### config.mk
export PLATFORM = sky130hd
export DESIGN_NAME = ray_wall_scheduler
export DESIGN_NICKNAME = d
export VERILOG_FILES = /design/src/rtl/ray_wall_scheduler.sv
export SDC_FILE = /design/constraint.sdc
export NUM_CORES = 1
export LEC_CHECK = 0
export BUFFER_PORTS_ARGS = -buffer_cell sky130_fd_sc_hd__clkbuf_2
export CORE_MARGIN = 2
export CORE_UTILIZATION = 45
export CTS_CLUSTER_SIZE = 14
export DETAILED_ROUTE_END_ITERATION = 8
export GPL_TIMING_DRIVEN = 0
export PLACE_DENSITY = 0.88
export SLEW_MARGIN = 0
export SYNTH_ARGS = -nofsm -noshare
export SYNTH_HDL_FRONTEND = slang
export SYNTH_SLANG_ARGS = --single-unit
export TNS_END_PERCENT = 50
### constraint.sdc
create_clock -name clk -period 2.8 [get_ports clk]
set_clock_uncertainty 0.2 [all_clocks]
set_input_delay 0.7 -clock clk [delete_from_list [all_inputs] [get_ports clk]]
set_output_delay 0.7 -clock clk [all_outputs]
set_load 0.02 [all_outputs]
### src/rtl/ray_wall_scheduler.sv
// Walks the wall list for one ray, feeding the combinational rayCast unit and keeping the nearest hit.
// Latency: 3 cycles per wall plus one result cycle (done in cycle 3N+1 after accept, cycle 1 for N=0).
// Backpressure: ready is high only when idle; start is ignored otherwise, with nothing queued.
module ray_wall_scheduler #(
  parameter int WALL_ADDR_W = 6
) (
  input  logic                   clk,
  input  logic                   reset,
  input  logic                   start,
  output logic                   ready,
  input  logic [63:0]            ray,
  input  logic [WALL_ADDR_W:0]   wall_count,
  output logic [WALL_ADDR_W-1:0] mem_addr,
  output logic                   mem_rd,
  input  logic [63:0]            mem_data,
  output logic [63:0]            rc_ray,
  output logic [63:0]            rc_wall,
  input  logic                   rc_intersection,
  input  logic [15:0]            rc_distance,
  input  logic [7:0]             rc_uv_x,
  output logic                   done,
  output logic                   hit,
  output logic [15:0]            hit_distance,
  output logic [7:0]             hit_uv_x,
  output logic [WALL_ADDR_W-1:0] hit_wall
);

  localparam logic [WALL_ADDR_W:0] MAX_WALLS = {1'b1, {WALL_ADDR_W{1'b0}}};

  typedef enum logic [2:0] {
    S_IDLE,
    S_FETCH,
    S_WAIT,
    S_EVAL,
    S_DONE
  } state_t;

  state_t                 state, state_nxt;
  logic [WALL_ADDR_W-1:0] idx;
  logic [WALL_ADDR_W-1:0] last_idx;
  logic [WALL_ADDR_W:0]   count_clamped;
  logic [WALL_ADDR_W:0]   count_m1;
  logic                   accept;
  logic                   closer;

  // The count is stored as the index of the last wall so the loop test is a plain equality.
  assign count_clamped = (wall_count > MAX_WALLS) ? MAX_WALLS : wall_count;
  assign count_m1      = count_clamped - (WALL_ADDR_W+1)'(1);
  assign accept        = start && (state == S_IDLE);
  assign closer        = rc_intersection && (!hit || (rc_distance < hit_distance));

  always_ff @(posedge clk) begin
    if (reset) begin
      state <= S_IDLE;
    end else begin
      state <= state_nxt;
    end
  end

  always_comb begin
    state_nxt = state;
    ready     = 1'b0;
    mem_rd    = 1'b0;
    done      = 1'b0;
    mem_addr  = idx;
    case (state)
      S_IDLE: begin
        ready = 1'b1;
        if (start) begin
          state_nxt = (wall_count == '0) ? S_DONE : S_FETCH;
        end
      end
      S_FETCH: begin
        mem_rd    = 1'b1;
        state_nxt = S_WAIT;
      end
      S_WAIT: begin
        state_nxt = S_EVAL;
      end
      S_EVAL: begin
        state_nxt = (idx == last_idx) ? S_DONE : S_FETCH;
      end
      S_DONE: begin
        done      = 1'b1;
        state_nxt = S_IDLE;
      end
      default: begin
        state_nxt = S_IDLE;
      end
    endcase
  end

  always_ff @(posedge clk) begin
    if (reset) begin
      idx          <= '0;
      last_idx     <= '0;
      rc_ray       <= '0;
      rc_wall      <= '0;
      hit          <= 1'b0;
      hit_distance <= 16'hFFFF;
      hit_uv_x     <= '0;
      hit_wall     <= '0;
    end else begin
      if (accept) begin
        rc_ray       <= ray;
        last_idx     <= count_m1[WALL_ADDR_W-1:0];
        idx          <= '0;
        hit          <= 1'b0;
        hit_distance <= 16'hFFFF;
        hit_uv_x     <= '0;
        hit_wall     <= '0;
      end
      if (state == S_WAIT) begin
        rc_wall <= mem_data;
      end
      // Strict less-than keeps the lowest index on equal distances.
      if (state == S_EVAL) begin
        if (closer) begin
          hit          <= 1'b1;
          hit_distance <= rc_distance;
          hit_uv_x     <= rc_uv_x;
          hit_wall     <= idx;
        end
        if (idx != last_idx) begin
          idx <= idx + WALL_ADDR_W'(1);
        end
      end
    end
  end

endmodule

### Yosys cells after proc, flatten, opt, wreduce, memory -nomap -nowiden

Index checks and enable logic that the tools add are counted.

* add/sub/neg operators: 2
* magnitude comparators: 2
* eq/ne operators: 7
* muxes and demuxes: 23
* reductions and logical operators: 6

Operators with widths (count)
* $mux 16: 3
* $mux 6: 7
* $mux 8: 3
* $lt 16x16->1: 1
* $pmux 3 s4: 1
* $mux 3: 3
* $gt 7x7->1 const B: 1
* $logic_not 7->1: 1
* $add 6x1->6 const B: 1
* $eq 3x2->1 const B: 2
* $eq 6x6->1: 1
* $mux 1: 6
* $ne 6x6->1: 1
* $sub 6x1->6 const B: 1
* $eq 3x1->1 const B: 1
* $eq 3x3->1 const B: 1
* $logic_not 3->1: 1
* $logic_and 1x1->1: 2
* $ne 2x2->1 const B: 1
* $logic_not 1->1: 1
* $logic_or 1x1->1: 1

* bits in registers: 174
* input bits: 163
* output and inout bits: 168
* word-level logic and storage cells: 49

### Longest topological paths before layout

Gate-level depths: netlist (run 1).

* depth in word-level cells: 5
* depth in mapped cells: 10
* gate-level depth less buffers: 7

### Worst setup path after synthesis (run 1)

Ideal clock, no wire load.

* path type: input to register
* start point: in rc_distance[15]
* end point: reg hit_distance[10]
* setup time: 87 ps
* arrival time: 2384 ps
* data required time: 2513 ps
* setup slack: 129 ps
* stages: 9
* path buffers: 3
* cell sequence: ha_1 > and4_1 > buf_2 > and2_4 > and4_1 > buf_4 > a21o_4 > buf_6 > a221oi_2

* longest elaborated chain between the ends: 5

RTL lines
* start: declaration: line 19 `input logic [15:0] rc_distance,`
* $lt 16x16->1: line 50 `assign closer = rc_intersection && (!hit || (rc_distance < hit_distance));`
* $logic_or 1x1->1: line 50
* $logic_and 1x1->1: line 50
* $mux 16: line 118 `if (closer) begin`
* $mux 16: line 117 `if (state == S_EVAL) begin`
* end signal: assignment: line 120 `hit_distance <= rc_distance;`
* end: declaration: line 23 `output logic [15:0] hit_distance,`

Every way passes these cells.
A chain may end at the register's enable or synchronous reset.

### Worst setup path after layout (run 1)

* start point: reg hit_distance[15]
* end point: reg hit_distance[9]

* longest elaborated chain between the ends: 5

RTL lines (line)
* $lt 16x16->1: 50
* $logic_or 1x1->1: 50
* $logic_and 1x1->1: 50
* $mux 16: 118
* $mux 16: 117

Every way passes these cells.

==> implementation parameters, run 1 <==
Parameter                              Value

Detailed routing
  Starting DRC count in detailed routing ... roughly 540
  Total via count in the routed design ... 7,984
  DRC violations left ... 0
  Wire per inst ... 15.6 microns
  Detailed Routing Iterations Pass 1 ... 5
  Post-route ant nets ... 0
  Total wire length after detailed routing ... between 20,000 and 25,000 microns
  Number of vias per cell after detailed routing ... 5.26

Power
  Power consumption ... 6910 uW
  Largest voltage drop on the vdd net ... 0.430 mV
  Pwr Density ... between 600 and 700 nW/um^2
  Leakage power summed over all cells ... 0.00448 uW

Cells and area
  Fillers ... 1,489
  Synthesis-to-layout area growth ... 34.3%
  Post-layout utilization of the core ... 0.612
  Area taken by flip-flops and latches ... 3480 sq um
  Share of post-route cells with drive strength above 1 ... 0.304
  Commonest non-fill, non-tap cell in the layout ... sky130_fd_sc_hd__clkbuf_2
  Fin cells ... 1,518
  Commonest cells after routing, fill and taps aside ... sky130_fd_sc_hd__clkbuf_2 (331), sky130_fd_sc_hd__nand2_1 (267), sky130_fd_sc_hd__dfxtp_1 (174)
  Area of combinational cells with multiple inputs ... 3580 sq um
  Fin nets ... 1,465
  Antenna Diode Count ... 0

Synthesis
  Synthesized instance count ... 935
  EDFF count, synth ... 0
  Cell Area, Synth ... roughly 7400 sq um
  Synthesized netlist net count ... 1,115
  Count of different cell masters after synthesis ... 53
  Leading register cell type out of synthesis ... sky130_fd_sc_hd__dfxtp_1
  Portion of the post-synthesis area used by sequential elements ... 0.468
  Total number of yosys warnings ... 0
  Register bit count reported by yosys ... between 150 and 200
  Average cell area after synthesis ... 7.96 sq um
  Post-synthesis async set-or-reset flop share ... 0

Timing
  Final Cycle Share ... 0.948
  Min Tclk post-route ... 2.65 ns
  Relative slew slack ... 0.479
  RSZ-0062 raised after global routing ... false
  Sum Neg Setup Slack ... 0 ns
  Worst Tran Pin Value ... around 0.78 ns
  Final hold violation count ... 0
  Final slew viol count ... 0
  Final setup slack of the worst path ... 0.146 ns
  Count of final setup violators ... 0
  Fmax ... 377 MHz

Place
  Last weighted congestion value of the routability-driven placer ... 0.844
  Post-DP HPWL ... 18,000 microns
  Count of buffers inserted at the top-level ports ... 330
  Placement-stage worst setup slack ... -0.214 ns
  Cell Count Post-Placement ... 1,485

Setup path
  Series of cell instances along the critical path ... inv_1 -> ha_1 -> and4_1 -> buf_2 -> and2_4 -> and4_1 -> buf_4 -> clkbuf_1 -> a21oi_1 -> a221oi_2
  Maximum single-stage delay on the critical path ... 0.39 ns
  Most repeated library cell on the critical path ... sky130_fd_sc_hd__and4_1
  WP data arrival ... 2.78 ns
  Startpoint Class ... flip-flop
  Slowest cell on crit path ... sky130_fd_sc_hd__clkbuf_1
  Critical-path maximum fanout ... 10
  Path type of the worst setup path ... flip-flop to flip-flop
  Required time worst endpoint ... 2.93 ns
  Largest delay share family, worst path ... buffers and inverters
  Worst Setup End Kind ... flip-flop
  Worst path bufs/invs ... 4

Status
  Run status ... completed

CTS
  Clock sink count ... 174
  Clock latency on the worst-skew pair ... approximately 0.42 ns
  Clock Tree Root ... sky130_fd_sc_hd__clkbuf_16
  Clock tree from TritonCTS ... built
  Maximum buffer depth of the clock tree ... 2
  Clock-pin slew on the worst setup and hold paths ... ~0.070 ns
  Clock buffer count from CTS ... 17
  H-tree lvl count ... 4

GRT
  GRT Residual Overflow ... 0
  Wire length of the first global-routing pass ... 37,300 microns
  Antenna violations before repair ... 0
  Global-route total usage across every layer ... 0.262
  Pin count of the biggest net entering global routing ... 17
  Number of global-route vias before repair ... 7,649

Die
  Full die area ... 17,600 sq um
  Starting density of the core ... 0.455
  Site Rows ... 47
  Core Area ... ~16,000 sq um
  Number of ports placed on the die boundary ... 331
  Height of the die ... 133 microns
  Die outline width ... 133 microns

Flow run
  Max cap viols ... 0

Min path
  Path category of the worst min-delay check ... flip-flop to flip-flop
[report_power, final]
part	internal (uW)	switching, uW	leakage, uW
Sequential	2710	124	0.00142
Clock	1460	1050	0.000303
Combinational	513	1060	0.00276
Total	4680	2230	0.00448
[final timing paths]
path | end | slack, ns | cells past startpoint | startpoint
hold reg to reg | rc_ray[41] | 0.25 | 2 | rc_ray[41]
setup reg to reg | hit_distance[9] | 0.15 | 10 | hit_distance[15]
setup / recovery | hit_distance[9] | 0.15 | 10 | hit_distance[15]
hold / removal | rc_ray[41] | 0.25 | 2 | rc_ray[41]
[Yosys cell counts (4+ instances only)]
master                     number  area, sq um
sky130_fd_sc_hd__nor2b_1        4         25.0
sky130_fd_sc_hd__nand2_1      267         1000
sky130_fd_sc_hd__nor3_1        28          140
sky130_fd_sc_hd__clkbuf_1      52          195
sky130_fd_sc_hd__nand2b_1       6         37.5
sky130_fd_sc_hd__ha_1          17          213
sky130_fd_sc_hd__buf_1         12         45.0
sky130_fd_sc_hd__xnor2_1        9         78.8
sky130_fd_sc_hd__a221oi_2      10          150
sky130_fd_sc_hd__dfxtp_1      174         3480
sky130_fd_sc_hd__inv_1         18         67.6
sky130_fd_sc_hd__nand4_1       17          106
sky130_fd_sc_hd__buf_2          4         20.0
sky130_fd_sc_hd__a21oi_1      149          746
sky130_fd_sc_hd__o21ai_0       17         85.1
sky130_fd_sc_hd__nor2_1        30          113
sky130_fd_sc_hd__nand3b_1      10         75.1
sky130_fd_sc_hd__nor4_1         5         31.3
sky130_fd_sc_hd__nand3_1       18         90.1
sky130_fd_sc_hd__a221oi_1       6         52.6
sky130_fd_sc_hd__o211ai_1      18          135
sky130_fd_sc_hd__o221ai_1       5         43.8
sky130_fd_sc_hd__nor3b_1       13         97.6
[repair_timing]
action / in CTS / in global routing
endpoints found under the setup margin: 0 / 2
setup buffers: 0 / 1
gates resized for setup: 0 / 0
hold buffers: 0 / 0
[routing by layer]
| layer | GRT usage | routed length [microns] |
|---|---|---|
| met4 | 0.110 | 742 |
| met2 | 0.444 | 11500 |
| met3 | 0.0674 | 1800 |
| met1 | 0.315 | 9550 |
| met5 | 0 | 0 |
[cells by family after synthesis]
family / after synthesis / synth area share
and+or+nand+nor: 414 / 0.249
muxes: 1 / 0.00134
DFF: 174 / 0.468
buffers and inverters: 92 / 0.0508
adders and majority gates: 17 / 0.0286
xor gates and xnor gates: 10 / 0.0118
AOI/OAI and AO/OA: 227 / 0.190
[per-stage QoR]
step | hold slack, ns | area (sq um)
2_1_floorplan | 0.244 | 7440
3_3_place_gp | 0.241 | 9370
3_5_place_dp | 0.245 | 9370
4_1_cts | 0.255 | 9990
5_1_grt | 0.271 | 10000
6_report | 0.253 | 10000
[state kept, by name, indices dropped and copies added (netlist names)]
name / count
rc_ray: 64
rc_wall: 64
hit_distance: 16
hit_uv_x: 8
hit_wall: 6
last_idx: 6
mem_addr: 6
state: 3
hit: 1
[area by class of cell]
class	instances	share of cell area
Sequential cell	174	0.348
Timing Repair Buffer	331	0.166
Inverter	18	0.00676
Multi-Input combinational cell	669	0.358
Clock buffer	20	0.0447
Buffer	74	0.0310
Tap cell	220	0.0275
Clock inverter	12	0.0171
[worst reg2reg max path: stages (launching register included)]
cell	delay [ns]
sky130_fd_sc_hd__dfxtp_1	0.38
sky130_fd_sc_hd__inv_1	0.06
sky130_fd_sc_hd__ha_1	0.30
sky130_fd_sc_hd__and4_1	0.20
sky130_fd_sc_hd__buf_2	0.16
sky130_fd_sc_hd__and2_4	0.15
sky130_fd_sc_hd__and4_1	0.19
sky130_fd_sc_hd__buf_4	0.16
sky130_fd_sc_hd__clkbuf_1	0.39
sky130_fd_sc_hd__a21oi_1	0.15
sky130_fd_sc_hd__a221oi_2	0.21
(Power assumes the default switching activity.)
==> inputs of run 2 (changes only) <==
--- a/config.mk
+++ b/config.mk
@@ -7,11 +7,12 @@
 export LEC_CHECK = 0
 export BUFFER_PORTS_ARGS = -buffer_cell sky130_fd_sc_hd__clkbuf_2
 export CORE_MARGIN = 2
-export CORE_UTILIZATION = 45
+export CORE_UTILIZATION = 36
 export CTS_CLUSTER_SIZE = 14
 export DETAILED_ROUTE_END_ITERATION = 8
 export GPL_TIMING_DRIVEN = 0
-export PLACE_DENSITY = 0.88
+export PLACE_DENSITY = 0.75
+export REMOVE_ABC_BUFFERS = 1
 export SLEW_MARGIN = 0
 export SYNTH_ARGS = -nofsm -noshare
 export SYNTH_HDL_FRONTEND = slang
==> implementation parameters, run 2 (synthesis gave the netlist of run 1 again) <==
Parameter                              Value

Status
  Run status ... completed

Power
  Net switching power of the design ... 2290 uW
  Pwr Density ... 685 nW/um^2
  Largest voltage drop on the vdd net ... 0.381 mV
  Sequential share of power ... 0.417
  Switch share ... 0.336
  Power share of the clock group ... 0.359
  Leakage power summed over all cells ... 0.00443 uW
  Proportion of power drawn by combinational gates ... 0.224
  Internal cell power ... ~4500 uW

CTS
  Clock tree from TritonCTS ... built
  Maximum buffer depth of the clock tree ... 2
  Clock latency on the worst-skew pair ... roughly 0.43 ns
  H-tree lvl count ... 4
  Clock Tree Root ... sky130_fd_sc_hd__clkbuf_16
  Clock buffer count from CTS ... 17
  Clock-pin slew on the worst setup and hold paths ... 0.08 ns
  Clock sink count ... between 150 and 200

GRT
  Met3 track demand over resource in global routing ... 0.0602
  Wire length of the first global-routing pass ... roughly 35,000 microns
  Pin count of the biggest net entering global routing ... ~110
  GRT Residual Overflow ... 0
  Met1 capacity usage during global routing ... 0.245
  Met2 track utilization from global routing ... 0.321
  Antenna violations before repair ... 1
  Number of global-route vias before repair ... 6,785
  Most Used Layer, Global Route ... met2
  Global-route total usage across every layer ... 0.196

Setup path
  Critical path depth ... 7
  Worst reg2reg startpoint ... hit_distance[15]
  Reg2Reg Depth ... 7
  Startpoint Class ... flip-flop
  Worst Setup SP ... hit_distance[15]
  Required time worst endpoint ... 2.90 ns
  Critical-path maximum fanout ... 14
  Reg-to-reg endpoint ... hit_wall[0]
  Path type of the worst setup path ... flip-flop to flip-flop
  Register-to-register path setup slack ... ~0.12 ns
  Slowest cell on crit path ... sky130_fd_sc_hd__nand4_1
  Maximum single-stage delay on the critical path ... 0.49 ns
  Largest delay share family, worst path ... simple AND/OR/NAND/NOR gates
  Worst path bufs/invs ... 1
  CP Capture Point ... hit_wall[0]
  Worst Setup End Kind ... flip-flop
  Series of cell instances along the critical path ... inv_1 -> ha_1 -> and4_1 -> and2_4 -> nand4_1 -> o2111ai_1 -> o221ai_1
  WP data arrival ... 2.78 ns

Cells and area
  Largest registers ... rc_ray (64), rc_wall (64), hit_distance (16)
  Share of post-route cells with drive strength above 1 ... 0.326
  Total non-filler cell area in the finished layout ... 9960 sq um
  Synthesis-to-layout area growth ... 33.8%
  Area taken by flip-flops and latches ... 3480 sq um
  Fin nets ... 1,399
  Area of combinational cells with multiple inputs ... 3620 sq um
  Commonest cells after routing, fill and taps aside ... sky130_fd_sc_hd__clkbuf_2 (329), sky130_fd_sc_hd__nand2_1 (266), sky130_fd_sc_hd__dfxtp_1 (174)
  Fillers ... 1,985
  Commonest non-fill, non-tap cell in the layout ... sky130_fd_sc_hd__clkbuf_2
  Fin cells ... 1,503

Timing
  Min Tclk post-route ... 2.68 ns
  RSZ-0062 raised after global routing ... false
  Sum Neg Setup Slack ... 0 ns
  Final Cycle Share ... 0.956
  Fmax ... about 370 MHz
  Final slew viol count ... 0
  Final hold slack ... about 0.25 ns
  Final setup slack of the worst path ... 0.125 ns
  Worst Tran Pin Value ... 0.933 ns
  Final hold violation count ... 0
  Count of final setup violators ... 0
  Relative slew slack ... 0.378

Detailed routing
  Post-route ant nets ... 0
  Total via count in the routed design ... 7,589
  Detailed Routing Iterations Pass 1 ... 5
  DRC violations left ... 0
  Starting DRC count in detailed routing ... 392
  Total wire length after detailed routing ... 22,300 microns
  Wire per inst ... 14.8 microns
  Number of vias per cell after detailed routing ... 5.05

Place
  Count of buffers inserted at the top-level ports ... 330
  Cell Count Post-Placement ... 1,469
  Last weighted congestion value of the routability-driven placer ... 0.806
  Post-DP HPWL ... 15,900 microns
  Placement-stage worst setup slack ... -0.676 ns
  Post-placement cell area ... between 9000 and 10,000 sq um

Min path
  Path category of the worst min-delay check ... flip-flop to flip-flop
  Hold Path Stages ... 2

Die
  Site Rows ... 52
  Number of ports placed on the die boundary ... 331
  Full die area ... around 22,000 sq um
  Height of the die ... 148 microns
  Starting density of the core ... 0.368
  Core Area ... 20,200 sq um
  Die outline width ... 148 microns

Flow run
  Max cap viols ... 0
run 2: cell types whose count changed in the layout (fill, tap and decap cells not counted), moves of 3 or more:
cell                       before  now
sky130_fd_sc_hd__clkbuf_1      54    0
sky130_fd_sc_hd__buf_1         12    0
sky130_fd_sc_hd__buf_2          4    0
sky130_fd_sc_hd__clkinv_8       0    4
sky130_fd_sc_hd__buf_16         0    3
sky130_fd_sc_hd__inv_8          1    4
run 2: power by group through the flow:
| stage | registers (uW) | clock network (uW) | logic, uW |
|---|---|---|---|
| 2_1_floorplan | 3150 | 0 | 616 |
| 3_3_place_gp | 2890 | 0 | 1470 |
| 3_5_place_dp | 2900 | 0 | 1530 |
| 4_1_cts | 2850 | 2510 | 1530 |
| 5_1_grt | 2870 | 2600 | 1680 |
| 6_report | 2840 | 2450 | 1530 |
run 2: layout make-up:
class,instances,area share
diodes,1,0.000251
flip-flops and latches,174,0.350
clock buffers,17,0.0427
well taps,270,0.0339
multi-input cells,669,0.364
repair buffers,339,0.183
inverters,18,0.00678
clock inverters,15,0.0193
run 2: worst min path at each step:
stage	start	endpoint	slack, ns
floorplan	last_idx[4]	last_idx[4]	0.24
global placement	rc_ray[8]	rc_ray[8]	0.24
detailed placement	rc_wall[44]	rc_wall[44]	0.25
CTS	rc_ray[3]	rc_ray[3]	0.26
global route	ray[42]	rc_ray[42]	0.27
finish	rc_ray[53]	rc_ray[53]	0.25
run 2: repair_timing:
item                                   CTS  global route
pin swaps                                1             2
setup buffers                            1             0
gates resized for setup                  3             3
setup endpoints to repair               22            30
hold buffers                             0             0
endpoints found under the hold margin    0             0
run 2: worst reg2reg max path: stages (launching register included):
cell and delay, ns:
sky130_fd_sc_hd__dfxtp_1 0.38, sky130_fd_sc_hd__inv_1 0.06, sky130_fd_sc_hd__ha_1 0.30, sky130_fd_sc_hd__and4_1 0.36, sky130_fd_sc_hd__and2_4 0.20, sky130_fd_sc_hd__nand4_1 0.49
sky130_fd_sc_hd__o2111ai_1 0.42, sky130_fd_sc_hd__o221ai_1 0.15
run 2: per-layer routing:
metal  routed length (microns)  vias to the layer above
li1                          -                     3778
met1                      9450                     3506
met2                     10600                      278
met3                      1800                       27
met4                       441                        0
met5                         0                        -
run 2: metrics by stage:
| step | util | power, uW |
|---|---|---|
| after floorplan | - | 3770 |
| after global placement | 0.451 | 4360 |
| after detailed placement | 0.460 | 4430 |
| after CTS | 0.491 | 6890 |
| after global routing | 0.492 | 7160 |
| final | 0.492 | 6820 |
